==> src/rtl/div_unit.sv <==
// Iterative RV32M divide/remainder unit (DIV, DIVU, REM, REMU).
// Restoring radix-2 datapath, one quotient bit per cycle, with a single-cycle bypass for x/0 and signed overflow.
module div_unit #(
    parameter int XLEN = 32
) (
    input  logic            clk_i,
    input  logic            nrst_i,
    input  logic            start_i,
    input  logic [1:0]      op_i,
    input  logic [XLEN-1:0] rs1_data_i,
    input  logic [XLEN-1:0] rs2_data_i,
    input  logic [4:0]      rd_addr_i,
    output logic            busy_o,
    output logic            done_o,
    output logic [XLEN-1:0] rd_data_o,
    output logic [4:0]      rd_addr_o,
    output logic            rd_wren_o
);

    typedef enum logic [1:0] {
        IDLE = 2'd0,
        CALC = 2'd1,
        FIX  = 2'd2,
        DONE = 2'd3
    } state_t;

    localparam logic [5:0]      CNT_LAST = 6'(XLEN - 1);
    localparam logic [XLEN-1:0] INT_MIN  = {1'b1, {(XLEN-1){1'b0}}};

    state_t            state_q, state_d;
    logic [1:0]        op_q, op_d;
    logic [5:0]        cnt_q, cnt_d;
    logic [XLEN-1:0]   rem_q, rem_d;
    logic [XLEN-1:0]   quo_q, quo_d;
    logic [XLEN-1:0]   dvsr_q, dvsr_d;
    logic              neg_quo_q, neg_quo_d;
    logic              neg_rem_q, neg_rem_d;
    logic [4:0]        addr_pend_q, addr_pend_d;
    logic [4:0]        rd_addr_q, rd_addr_d;
    logic [XLEN-1:0]   rd_data_q, rd_data_d;

    logic              is_signed;
    logic [XLEN:0]     shifted;
    logic [XLEN-1:0]   quo_fixed;
    logic [XLEN-1:0]   rem_fixed;

    always_ff @(posedge clk_i or negedge nrst_i) begin
        if (!nrst_i) begin
            state_q     <= IDLE;
            op_q        <= 2'b00;
            cnt_q       <= '0;
            rem_q       <= '0;
            quo_q       <= '0;
            dvsr_q      <= '0;
            neg_quo_q   <= 1'b0;
            neg_rem_q   <= 1'b0;
            addr_pend_q <= '0;
            rd_addr_q   <= '0;
            rd_data_q   <= '0;
        end else begin
            state_q     <= state_d;
            op_q        <= op_d;
            cnt_q       <= cnt_d;
            rem_q       <= rem_d;
            quo_q       <= quo_d;
            dvsr_q      <= dvsr_d;
            neg_quo_q   <= neg_quo_d;
            neg_rem_q   <= neg_rem_d;
            addr_pend_q <= addr_pend_d;
            rd_addr_q   <= rd_addr_d;
            rd_data_q   <= rd_data_d;
        end
    end

    always_comb begin
        state_d     = state_q;
        op_d        = op_q;
        cnt_d       = cnt_q;
        rem_d       = rem_q;
        quo_d       = quo_q;
        dvsr_d      = dvsr_q;
        neg_quo_d   = neg_quo_q;
        neg_rem_d   = neg_rem_q;
        addr_pend_d = addr_pend_q;
        rd_addr_d   = rd_addr_q;
        rd_data_d   = rd_data_q;
        is_signed   = ~op_i[0];
        shifted     = {rem_q, quo_q[XLEN-1]};
        quo_fixed   = neg_quo_q ? (~quo_q + 1'b1) : quo_q;
        rem_fixed   = neg_rem_q ? (~rem_q + 1'b1) : rem_q;

        unique case (state_q)
            IDLE: begin
                if (start_i) begin
                    op_d        = op_i;
                    addr_pend_d = rd_addr_i;
                    if (rs2_data_i == '0) begin
                        rd_data_d = op_i[1] ? rs1_data_i : '1;
                        rd_addr_d = rd_addr_i;
                        state_d   = DONE;
                    end else if (is_signed && rs1_data_i == INT_MIN && rs2_data_i == '1) begin
                        rd_data_d = op_i[1] ? '0 : INT_MIN;
                        rd_addr_d = rd_addr_i;
                        state_d   = DONE;
                    end else begin
                        quo_d     = (is_signed && rs1_data_i[XLEN-1]) ? (~rs1_data_i + 1'b1) : rs1_data_i;
                        dvsr_d    = (is_signed && rs2_data_i[XLEN-1]) ? (~rs2_data_i + 1'b1) : rs2_data_i;
                        rem_d     = '0;
                        cnt_d     = '0;
                        neg_quo_d = is_signed && (rs1_data_i[XLEN-1] ^ rs2_data_i[XLEN-1]);
                        neg_rem_d = is_signed && rs1_data_i[XLEN-1];
                        state_d   = CALC;
                    end
                end
            end
            CALC: begin
                // Partial remainder stays below the divisor, so the 33-bit difference fits back in XLEN bits.
                if (shifted >= {1'b0, dvsr_q}) begin
                    rem_d = XLEN'(shifted - {1'b0, dvsr_q});
                    quo_d = {quo_q[XLEN-2:0], 1'b1};
                end else begin
                    rem_d = shifted[XLEN-1:0];
                    quo_d = {quo_q[XLEN-2:0], 1'b0};
                end
                cnt_d = cnt_q + 6'd1;
                if (cnt_q == CNT_LAST) begin
                    state_d = FIX;
                end
            end
            FIX: begin
                rd_data_d = op_q[1] ? rem_fixed : quo_fixed;
                rd_addr_d = addr_pend_q;
                state_d   = DONE;
            end
            DONE: begin
                state_d = IDLE;
            end
            default: begin
                state_d = IDLE;
            end
        endcase
    end

    assign busy_o    = (state_q != IDLE);
    assign done_o    = (state_q == DONE);
    assign rd_data_o = rd_data_q;
    assign rd_addr_o = rd_addr_q;
    assign rd_wren_o = done_o && (rd_addr_q != 5'd0);

endmodule

==> config.mk <==
export PLATFORM = sky130hd
export DESIGN_NAME = div_unit
export DESIGN_NICKNAME = d
export VERILOG_FILES = /design/src/rtl/div_unit.sv
export SDC_FILE = /design/constraint.sdc
export NUM_CORES = 1
export LEC_CHECK = 0
export CORE_MARGIN = 2
export CORE_UTILIZATION = 53
export DETAILED_ROUTE_END_ITERATION = 12
export GPL_TIMING_DRIVEN = 0
export PLACE_DENSITY = 0.78
export SLEW_MARGIN = 20
export SYNTH_ARGS = -nofsm -noshare
export SYNTH_HDL_FRONTEND = slang
export SYNTH_SLANG_ARGS = --single-unit
==> constraint.sdc <==
create_clock -name clk_i -period 2.8 [get_ports clk_i]
set_input_delay 0.56 -clock clk_i [delete_from_list [all_inputs] [get_ports clk_i]]
set_output_delay 0.56 -clock clk_i [all_outputs]
set_load 0.01 [all_outputs]
==> results of run 1 <==
## per-stage QoR
step / setup slack [ps] / TNS (ps) / std cells / total power [W]
6_report: -525.6 / -24880 / 1872 / 0.01786
3_5_place_dp: -1506 / -192520 / 1714 / 0.01087
2_1_floorplan: -176.8 / -9823 / 1330 / 0.008579
4_1_cts: -235.5 / -8949 / 1814 / 0.01548
5_1_grt: -577.7 / -35060 / 1872 / 0.01849
3_3_place_gp: -4762 / -892750 / 1713 / 0.01070
## state kept, by name, indices dropped and copies added, names as in the netlist
register,flops
neg_rem_q,1
addr_pend_q,5
rem_q,32
neg_quo_q,1
state_q,2
op_q,1
rd_data_o,32
quo_q,32
dvsr_q,32
cnt_q,6
rd_addr_o,5
## cell type report
cell class              count  area (um^2)
fillers                  1154         4024
plain buffers              63        639.4
multi-input cells        1055         8330
clock inverters            12        177.7
clock buffers              20        456.7
repair buffers            244         2484
flip-flops and latches    149         3756
well taps                 270        337.8
inverters                  59        224.0
## what timing repair did
action	CTS	global route
gates cloned	12	7
setup endpoints to repair	142	140
pin swaps	78	42
buffers inserted	58	60
resized for setup	318	231
## power groups by stage
stage | clock network, W | logic, W | registers [W]
after floorplan | 0 | 0.00492 | 0.00366
after global placement | 0 | 0.00699 | 0.00371
after detailed placement | 0 | 0.00713 | 0.00374
after CTS | 0.00247 | 0.00927 | 0.00374
after global routing | 0.00261 | 0.0119 | 0.00394
final | 0.00252 | 0.0115 | 0.00387
## logic make-up after synthesis
family                   share of synthesized area (%)
AO/OA/AOI/OAI                                    23.36
XOR/XNOR                                         11.49
adder cells (fa/ha/maj)                          5.016
buffers and inverters                            4.780
flip-flops                                       33.52
multiplexers                                     3.532
AND/OR/NAND/NOR                                  18.30
## metal layers
layer | track usage [%] | vias to the layer above | share of wire (%)
met5 | 0 | - | 0
met4 | 20.24 | 0 | 9.3
met3 | 7.584 | 443 | 12
met2 | 58.98 | 1161 | 45
met1 | 42.47 | 6138 | 33
li1 | - | 5365 | -
## Yosys cell counts, types with 13 or more instances
library cell  instances
a21oi_1              74
a221o_1              30
clkbuf_1             47
dfrtp_1             149
ha_1                 43
inv_1                59
mux2i_1              28
nand2_1             152
nand2b_1             22
nand3_1              21
nand4_1              13
nor2_1               82
nor3_1               57
o21ai_0             136
o22ai_1              17
o31ai_1              47
o41ai_1              13
or3_1                16
or4_1                13
xnor2_1              98
xor2_1               48
## worst max-delay path by stage
| stage | end | slack (ps) | startpoint | cells after the start |
|---|---|---|---|---|
| 2_1_floorplan | quo_q[9]$_DFFE_PN0P_ | -180 | rs1_data_i[26] | 9 |
| 3_3_place_gp | dvsr_q[30]$_DFFE_PN0P_ | -4760 | nrst_i | 1 |
| 3_5_place_dp | rem_q[5]$_DFFE_PN0P_ | -1510 | rs2_data_i[0] | 13 |
| 4_1_cts | rem_q[28]$_DFFE_PN0P_ | -240 | quo_q[31]$_DFFE_PN0P_ | 13 |
| 5_1_grt | rd_data_o[23]$_DFFE_PN0P_ | -580 | rem_q[13]$_DFFE_PN0P_ | 10 |
| 6_report | rd_data_o[23]$_DFFE_PN0P_ | -530 | rem_q[13]$_DFFE_PN0P_ | 10 |
## worst max-delay path: stages, from the launching register on
cell and delay (ps):
dfrtp_2 470, or4_4 550, or2_4 260, or3_4 360, nor3_4 140, nand2b_1 130
buf_6 160, o41ai_4 560, xnor2_1 220, o22ai_1 130, o31ai_1 250
==> impl_results.md, run 1 <==
- First-pass GRT wire length: 61450 um
- Clk_lat worst skew: 450 ps
- Synth Instances: 1330
- FP Rows: 52
- Reg2reg start: rem_q[13]$_DFFE_PN0P_
- I/O pin count: 114
- Yosys top cell by area: dfrtp_1
- Mean Syn Cell Area: approximately 8.4 um^2
- Worst Path Max Fanout: 3
- CTS tree: built
- Initial antenna violation count: 0
- GRT Total Usage: 35.36%
- Worst-path clk slew: 70 ps
- Nets: 1707
- Flop pwr share: 21.7%
- PortBufs: between 100 and 150
- Pre-antenna DRT Iters: 7
- Top_reg_cell synth: dfrtp_1
- VDD IR-drop max: 0.5186 mV
- Total CTS buffers: 17
- Die Span Y: 148.9 um
- Initial Util: 54.45%
- WL final: 48910 um
- Clock skew: between 10 and 15 ps
- Commonest non-fill, non-tap cells in the layout: nand2_1, dfrtp_1, xnor2_1
- Die ar.: about 22000 um^2
- Design Area, Final: 16410 um^2
- H-tree depth: 4
- WL/cell: 26.13 um
- Worst Tran Pin Value: 1186 ps
- Mapped Area: ~11000 um^2
- Clock Path Buffers: 2
- Final Hold Viols: 0
- Sw Pwr: ~0.0083 W
- Data arrival time of the critical path: around 3700 ps
- Part of the power in combinational logic: roughly 64%
- Lkg Pwr: 6.954 nW
- Number of synthesized flops with an enable pin: 0
- Post-synthesis sequential area ratio: 33.52%
- Status: complete, but fails checks
- Synth async-reset ratio: 100.0%
- GR Overflow Total: 0
- RePlAce Congestion: 0.9578
- Placed Area: 12700 um^2
- Clock sink count: 149
- Chip Width: about 150 um
- Dpl hpwl: between 20000 and 25000 um
- Synthesized flop and latch total: 149
- Vias: 13110
- Hold buffers post-CTS: 0
- R2R setup slack: -530 ps
- Clock power frac: 14.1%
- Reg2reg end: rd_data_o[23]$_DFFE_PN0P_
- # setup viols final: between 100 and 150
- RSZ-0062 raised after global routing: yes
- Switching share of power: a little under half
- Worst relative slew slack: between 20% and 30%
- Area fraction of the dominant cell type after synthesis: 33.52%
- Internal power: 0.009598 W
- Pwr dens: 1088 nW/um^2
- Largest net degree at the start of global routing: 101
- Post-route clock period utilization: 118.8%
- Clk root buf: clkbuf_16
- Fin util: 80.30%
- Routed Antenna Nets: 0
- Leading cell type in the layout, fill and taps excluded: nand2_1
- Placeable Area: 20430 um^2
- Crit end category: flop
- Worst-case reg-to-reg path depth: 10
- Tmin final: 3326 ps
- MaxCap Viol Count: 0
- Area contributors post-synth: dfrtp_1, xnor2_1, o21ai_0, nand2_1, ha_1
- Fin. max-slew vios: 0
- Iteration-0 DRC Markers: about 2000
- Post-Synthesis Net Count: about 1400
- Critical path launch point type: flop
- Min Hold Slack: 3.724 ps
- Maximum clock rate: 0.3007 GHz
- Type of the most critical hold path: input port to async pin
- Vias per cell: ~7.0
- Diode count: 0
- Worst path required time: 3150 ps
- Yosys warns: 0
- Number of global-route vias before repair: 11830
- Layout cells sized above 1: approximately 29%
- Setup WS post-layout: -525.6 ps
- # DRC: 0
- Distinct cell type count after synthesis: 65
- Critical path class: flop to flop
- Failing checks: negative setup slack
- Layout area overhead: 47.47%
Note: power is estimated with default switching activity, not from simulation.
==> inputs of run 2 (changes only) <==
--- a/config.mk
+++ b/config.mk
@@ -5,7 +5,7 @@
 export SDC_FILE = /design/constraint.sdc
 export NUM_CORES = 1
 export LEC_CHECK = 0
-export CORE_MARGIN = 2
+export CORE_MARGIN = 1.5
 export CORE_UTILIZATION = 53
 export DETAILED_ROUTE_END_ITERATION = 12
 export GPL_TIMING_DRIVEN = 0
==> impl_results.md, run 2 (synthesis gave the netlist of run 1 again) <==
- Status: complete, but fails checks
- Failing checks: negative setup slack
- First-pass GRT wire length: 62830 um
- Part of the power in combinational logic: 65.2%
- Vias: 12860
- Clock power frac: around an eighth
- FP Rows: 52
- Critical path launch point type: input port
- WL final: between 40000 and 50000 um
- Lkg Pwr: 7.054 nW
- Area of the multi-input gates: a little under 9000 um^2
- Worst Tran Pin Value: 1111 ps
- Worst path required time: around 3100 ps
- Largest net degree at the start of global routing: 92
- GRT Total Usage: between 30% and 40%
- Maximum clock rate: approximately 0.29 GHz
- Sw Pwr: 0.008289 W
- MaxCap Viol Count: 0
- I/O pin count: about 110
- PortBufs: 113
- Type of the most critical hold path: input port to async pin
- Worst-case reg-to-reg path depth: 6
- GR Overflow Total: 0
- Post-Place Setup Slack: -1533 ps
- Internal power: 0.009629 W
- Vias per cell: a little under 7
- Total CTS buffers: 17
- Chip Width: ~150 um
- Number of global-route vias before repair: 11830
- Clock sink count: 149
- Die Span Y: 147.9 um
- Final Power: 0.01792 W
- Pwr dens: 1079 nW/um^2
- Setup WS post-layout: -671.3 ps
- Crit path capture: cnt_q[1]$_DFFE_PN0P_
- Switching share of power: 46.26%
- Worst-path clk slew: 70 ps
- Fin. max-slew vios: 0
- Post-route clock period utilization: 124.0%
- Nets: 1697
- Crit end category: flop
- Layout cells sized above 1: 32.22%
- H-tree depth: 4
- Data arrival time of the critical path: approximately 3800 ps
- Worst Path Max Fanout: 8
- Tmin final: 3471 ps
- Worst relative slew slack: 25.95%
- Layout area overhead: 49.24%
- Reg2reg start: state_q[1]$_DFFE_PN0P_
- Fillers: about 1100
- VDD IR-drop max: 0.5025 mV
- Clock skew: ~9.4 ps
- Iteration-0 DRC Markers: approximately 1700
- Reg2reg end: cnt_q[1]$_DFFE_PN0P_
- Clock Path Buffers: 2
- # DRC: 0
- Die ar.: 21870 um^2
- Commonest non-fill, non-tap cells in the layout: dfrtp_1, nand2_1, xnor2_1
- RSZ-0062 raised after global routing: yes
- Initial Util: a little over half
- Dpl hpwl: 24530 um
- Critical path class: input port to flop
- Pre-antenna DRT Iters: 6
- Initial antenna violation count: 1
- Routed Antenna Nets: 0
- Leading cell type in the layout, fill and taps excluded: dfrtp_1
- Flop pwr share: 21.8%
- # setup viols final: 142
- Clk_lat worst skew: 450 ps
- Hold buffers post-CTS: 0
- Placeable Area: 20430 um^2
- WL/cell: 25.26 um
- Fin util: 81.27%
- Register Area: 3759 um^2
- Final Hold Viols: 0
- Crit path launch: rs1_data_i[24]
- CTS tree: built
- RePlAce Congestion: 0.9428
- Clk root buf: clkbuf_16
- Diode count: 0
- R2R setup slack: -430 ps
-- run 2: cell count changes in the layout (fill, tap and decap cells not counted), moves of 6 or more --
cell | before | now
ha_1 | 19 | 13
o21ai_2 | 14 | 30
o21ai_0 | 80 | 70
nand2_2 | 15 | 22
nor2_4 | 2 | 8
o21ai_1 | 46 | 40
nand2_4 | 5 | 23
nand2_1 | 132 | 107
-- run 2: worst max-delay path, cell delays in order --
cell	delay, ps
buf_8	110
or4_4	530
or2_4	260
or4_4	520
o31ai_4	510
buf_4	220
nor2_4	50
a21oi_4	210
buf_12	200
buf_16	170
buf_8	150
nand2_1	100
o21ai_2	170
-- run 2: worst min path at each step --
stage	from	endpoint	slack, ps	cells after the start
after global placement	rd_data_o[13]$_DFFE_PN0P_	rd_data_o[13]$_DFFE_PN0P_	460	2
after CTS	nrst_i	rd_addr_o[2]$_DFFE_PN0P_	60	1
final	nrst_i	rd_addr_o[0]$_DFFE_PN0P_	20	1
after detailed placement	rd_data_o[16]$_DFFE_PN0P_	rd_data_o[16]$_DFFE_PN0P_	470	2
after global routing	nrst_i	rd_addr_o[2]$_DFFE_PN0P_	60	1
after floorplan	nrst_i	addr_pend_q[0]$_DFFE_PN0P_	260	0
-- run 2: cell type report --
| type | instances | share of cell area [%] |
|---|---|---|
| tap | 270 | 2.035 |
| sequential | 149 | 22.64 |
| clock inverter | 13 | 0.8064 |
| clock buffer | 19 | 2.668 |
| timing repair buffer | 238 | 14.79 |
| inverter | 59 | 1.334 |
| multi-input combinational | 1054 | 52.08 |
| buffer | 60 | 3.655 |
-- run 2: power by group through the flow --
| stage | sequential, W | clock [W] | combinational, W |
|---|---|---|---|
| finish | 0.00390 | 0.00233 | 0.0117 |
| global route | 0.00397 | 0.00241 | 0.0122 |
| CTS | 0.00376 | 0.00228 | 0.00969 |
| detailed placement | 0.00374 | 0 | 0.00714 |
| global placement | 0.00371 | 0 | 0.00699 |
| floorplan | 0.00366 | 0 | 0.00492 |
-- run 2: metal layers --
metal / share of wire, % / vias to the layer above / track usage, %
met5: 0.028 / - / 0
met4: 7.2 / 2 / 20.40
met3: 12 / 350 / 7.747
met2: 47 / 1129 / 61.92
met1: 34 / 6035 / 43.99
li1: - / 5341 / -
-- run 2: timing repair --
action                     CTS  global route
resized for setup          368           280
cloned                      13             4
pin swaps                   71            66
setup endpoints to repair  142           140
setup buffers               64            47
-- run 2: metrics by stage --
stage	area, um^2	hold WS [ps]	setup TNS (ps)	std cells
4_1_cts	15310	55.22	-12360	1819
3_3_place_gp	12660	460.3	-894380	1713
6_report	16600	22.46	-57630	1862
3_5_place_dp	12700	468.1	-195160	1714
2_1_floorplan	11200	264.4	-9823	1330
5_1_grt	16600	61.42	-57360	1862
==> inputs of run 3 (changes only) <==
--- a/config.mk
+++ b/config.mk
@@ -6,10 +6,11 @@
 export NUM_CORES = 1
 export LEC_CHECK = 0
 export CORE_MARGIN = 1.5
-export CORE_UTILIZATION = 53
+export CORE_UTILIZATION = 55
 export DETAILED_ROUTE_END_ITERATION = 12
+export DONT_BUFFER_PORTS = 1
 export GPL_TIMING_DRIVEN = 0
-export PLACE_DENSITY = 0.78
+export PLACE_DENSITY = 0.73
 export SLEW_MARGIN = 20
 export SYNTH_ARGS = -nofsm -noshare
 export SYNTH_HDL_FRONTEND = slang
==> impl_results.md, run 3 (synthesis gave the netlist of run 1 again) <==
- Status: complete, but fails checks
- Failing checks: negative hold slack, negative setup slack
- WL met2: 16970 um
- Clk_lat worst skew: 430 ps
- Internal power: ~0.008 W
- Critical path class: flop to flop
- Setup WS post-layout: -193.5 ps
- Flop pwr share: 27.3%
- Number of global-route vias before repair: 10420
- FP Rows: 51
- Final TNS setup: -3959 ps
- WL final: 34930 um
- Type of the most critical hold path: input port to async pin
- Worst Tran Pin Value: 878.2 ps
- Layout area overhead: 22.60%
- M1 WL: 14180 um
- Vias per cell: 6.400
- Lkg Pwr: between 5 and 6 nW
- Initial antenna violation count: 0
- CP most frequent cell: inv_2
- Clock power frac: around 17%
- Worst relative slew slack: about two fifths
- Worst-path clk slew: ~60 ps
- Maximum clock rate: 0.3341 GHz
- Slowest library cell on the worst path: or4_4
- Clock sink count: 149
- Highest metal used: met4
- Diode count: 0
- Register Area: between 3000 and 4000 um^2
- Worst Path Max Fanout: 2
- Min Hold Slack: -174.4 ps
- GRT Total Usage: 32.31%
- R2R setup slack: -190 ps
- Max stage delay on crit path: 440 ps
- Crit end category: flop
- Commonest non-fill, non-tap cells in the layout: nand2_1, dfrtp_1, o21ai_0
- Part of the power in combinational logic: 55.5%
- RePlAce Congestion: 0.9182
- First-pass GRT wire length: 54520 um
- GR Overflow Total: 0
- Leading cell type in the layout, fill and taps excluded: nand2_1
- Fin. max-slew vios: 0
- Worst-case reg-to-reg path depth: 13
- Final Power: 0.01432 W
- Iteration-0 DRC Markers: 1000
- Clock Path Buffers: 2
- Largest net degree at the start of global routing: 150
- Layout cells sized above 1: 19.03%
- VDD IR-drop max: 0.4739 mV
- Placed Area: approximately 12000 um^2
- Sw Pwr: between 0.006 and 0.007 W
- Die Span Y: approximately 150 um
- Nets: 1514
- WL/cell: 20.88 um
- Crit path cell chain: inv_2, ha_4, inv_2, fa_2, a21oi_2, o211ai_1, a211o_1, or4_4, a31o_4, a31oi_4, xnor2_2, mux2i_1, o21ai_1
- Post-route clock period utilization: 106.9%
- Post-Place Setup Slack: -957.4 ps
- Die ar.: between 20000 and 25000 um^2
- Switching share of power: 44.37%
- Initial Util: 56.60%
- I/O pin count: 114
- Tmin final: 2994 ps
- Critical path launch point type: flop
- # DRC: 0
- MaxCap Viol Count: 0
- Reg2reg start: quo_q[31]$_DFFE_PN0P_
- Final Hold Viols: 149
- Fillers: about 1600
- Pre-antenna DRT Iters: 5
- Routed Antenna Nets: 0
- PortBufs: 0
- Pwr dens: 1050 nW/um^2
- Clock skew: between 9 and 10 ps
- Area of the multi-input gates: between 7000 and 8000 um^2
- Chip Width: around 150 um
- Reg2reg end: rem_q[28]$_DFFE_PN0P_
- Worst path required time: approximately 3200 ps
- RSZ-0062 raised after global routing: yes
- Placeable Area: around 20000 um^2
- Data arrival time of the critical path: 3350 ps
- Vias: ~11000
- CTS tree: built
- Clk root buf: clkbuf_16
- # setup viols final: 37
- Total CTS buffers: 17
- H-tree depth: 4
- Design Area, Final: approximately 14000 um^2
- DR WL met3: 2594 um
- Dpl hpwl: 24430 um
- Crit path launch: quo_q[31]$_DFFE_PN0P_
run 3: layout make-up:
| class | instances | area share (%) |
|---|---|---|
| Clock buffer | 22 | 3.477 |
| Inverter | 59 | 1.771 |
| Sequential cell | 149 | 27.47 |
| Multi-Input combinational cell | 1054 | 56.79 |
| Buffer | 62 | 3.257 |
| Timing Repair Buffer | 53 | 3.706 |
| Tap cell | 265 | 2.431 |
| Clock inverter | 9 | 1.101 |
run 3: worst max-delay path by stage:
| stage | end | slack (ps) | cells past startpoint |
|---|---|---|---|
| 6_report | rem_q[28]$_DFFE_PN0P_ | -190 | 13 |
| 2_1_floorplan | quo_q[9]$_DFFE_PN0P_ | -180 | 9 |
| 5_1_grt | rem_q[31]$_DFFE_PN0P_ | -320 | 12 |
| 3_3_place_gp | rem_q[7]$_DFFE_PN0P_ | -910 | 12 |
| 3_5_place_dp | rem_q[7]$_DFFE_PN0P_ | -960 | 12 |
| 4_1_cts | rem_q[28]$_DFFE_PN0P_ | -240 | 13 |
run 3: metal layers:
metal  GRT usage [%]  vias to the layer above
li1                -                     4963
met1           40.71                     5164
met2           54.17                      494
met3           6.730                       86
met4           12.65                        0
met5               0                        -
run 3: critical path, delay by kind of cell, from the launching register on:
kind	cells	cell delay (ps)
muxes	1	90
xor gates and xnor gates	1	130
buffers and inverters	2	170
adders and majority gates	2	510
DFF	1	400
and+or+nand+nor	1	440
AOI/OAI and AO/OA	6	1170
run 3: through the flow:
| step | utilization, % | cells | hold WS (ps) |
|---|---|---|---|
| after global routing | 69.39 | 1673 | -196.4 |
| after global placement | 58.65 | 1595 | 268.5 |
| after detailed placement | 58.65 | 1595 | 269.1 |
| after floorplan | - | 1330 | 264.4 |
| final | 69.39 | 1673 | -174.4 |
| after CTS | 66.65 | 1659 | -183.9 |
run 3: power by group through the flow:
stage          Sequential, W  Clock, W  Combinational [W]
3_3_place_gp         0.00385         0            0.00624
3_5_place_dp         0.00388         0            0.00636
5_1_grt              0.00402   0.00258            0.00858
4_1_cts              0.00388   0.00247            0.00727
6_report             0.00391   0.00247            0.00794
2_1_floorplan        0.00366         0            0.00492
run 3: repair_timing:
item                                    CTS  global route
endpoints found under the setup margin  140           138
pin swaps                                37            27
endpoints found under the hold margin   149           149
cloned                                    2             3
buffers inserted                         36            12
gates resized for setup                 156            93
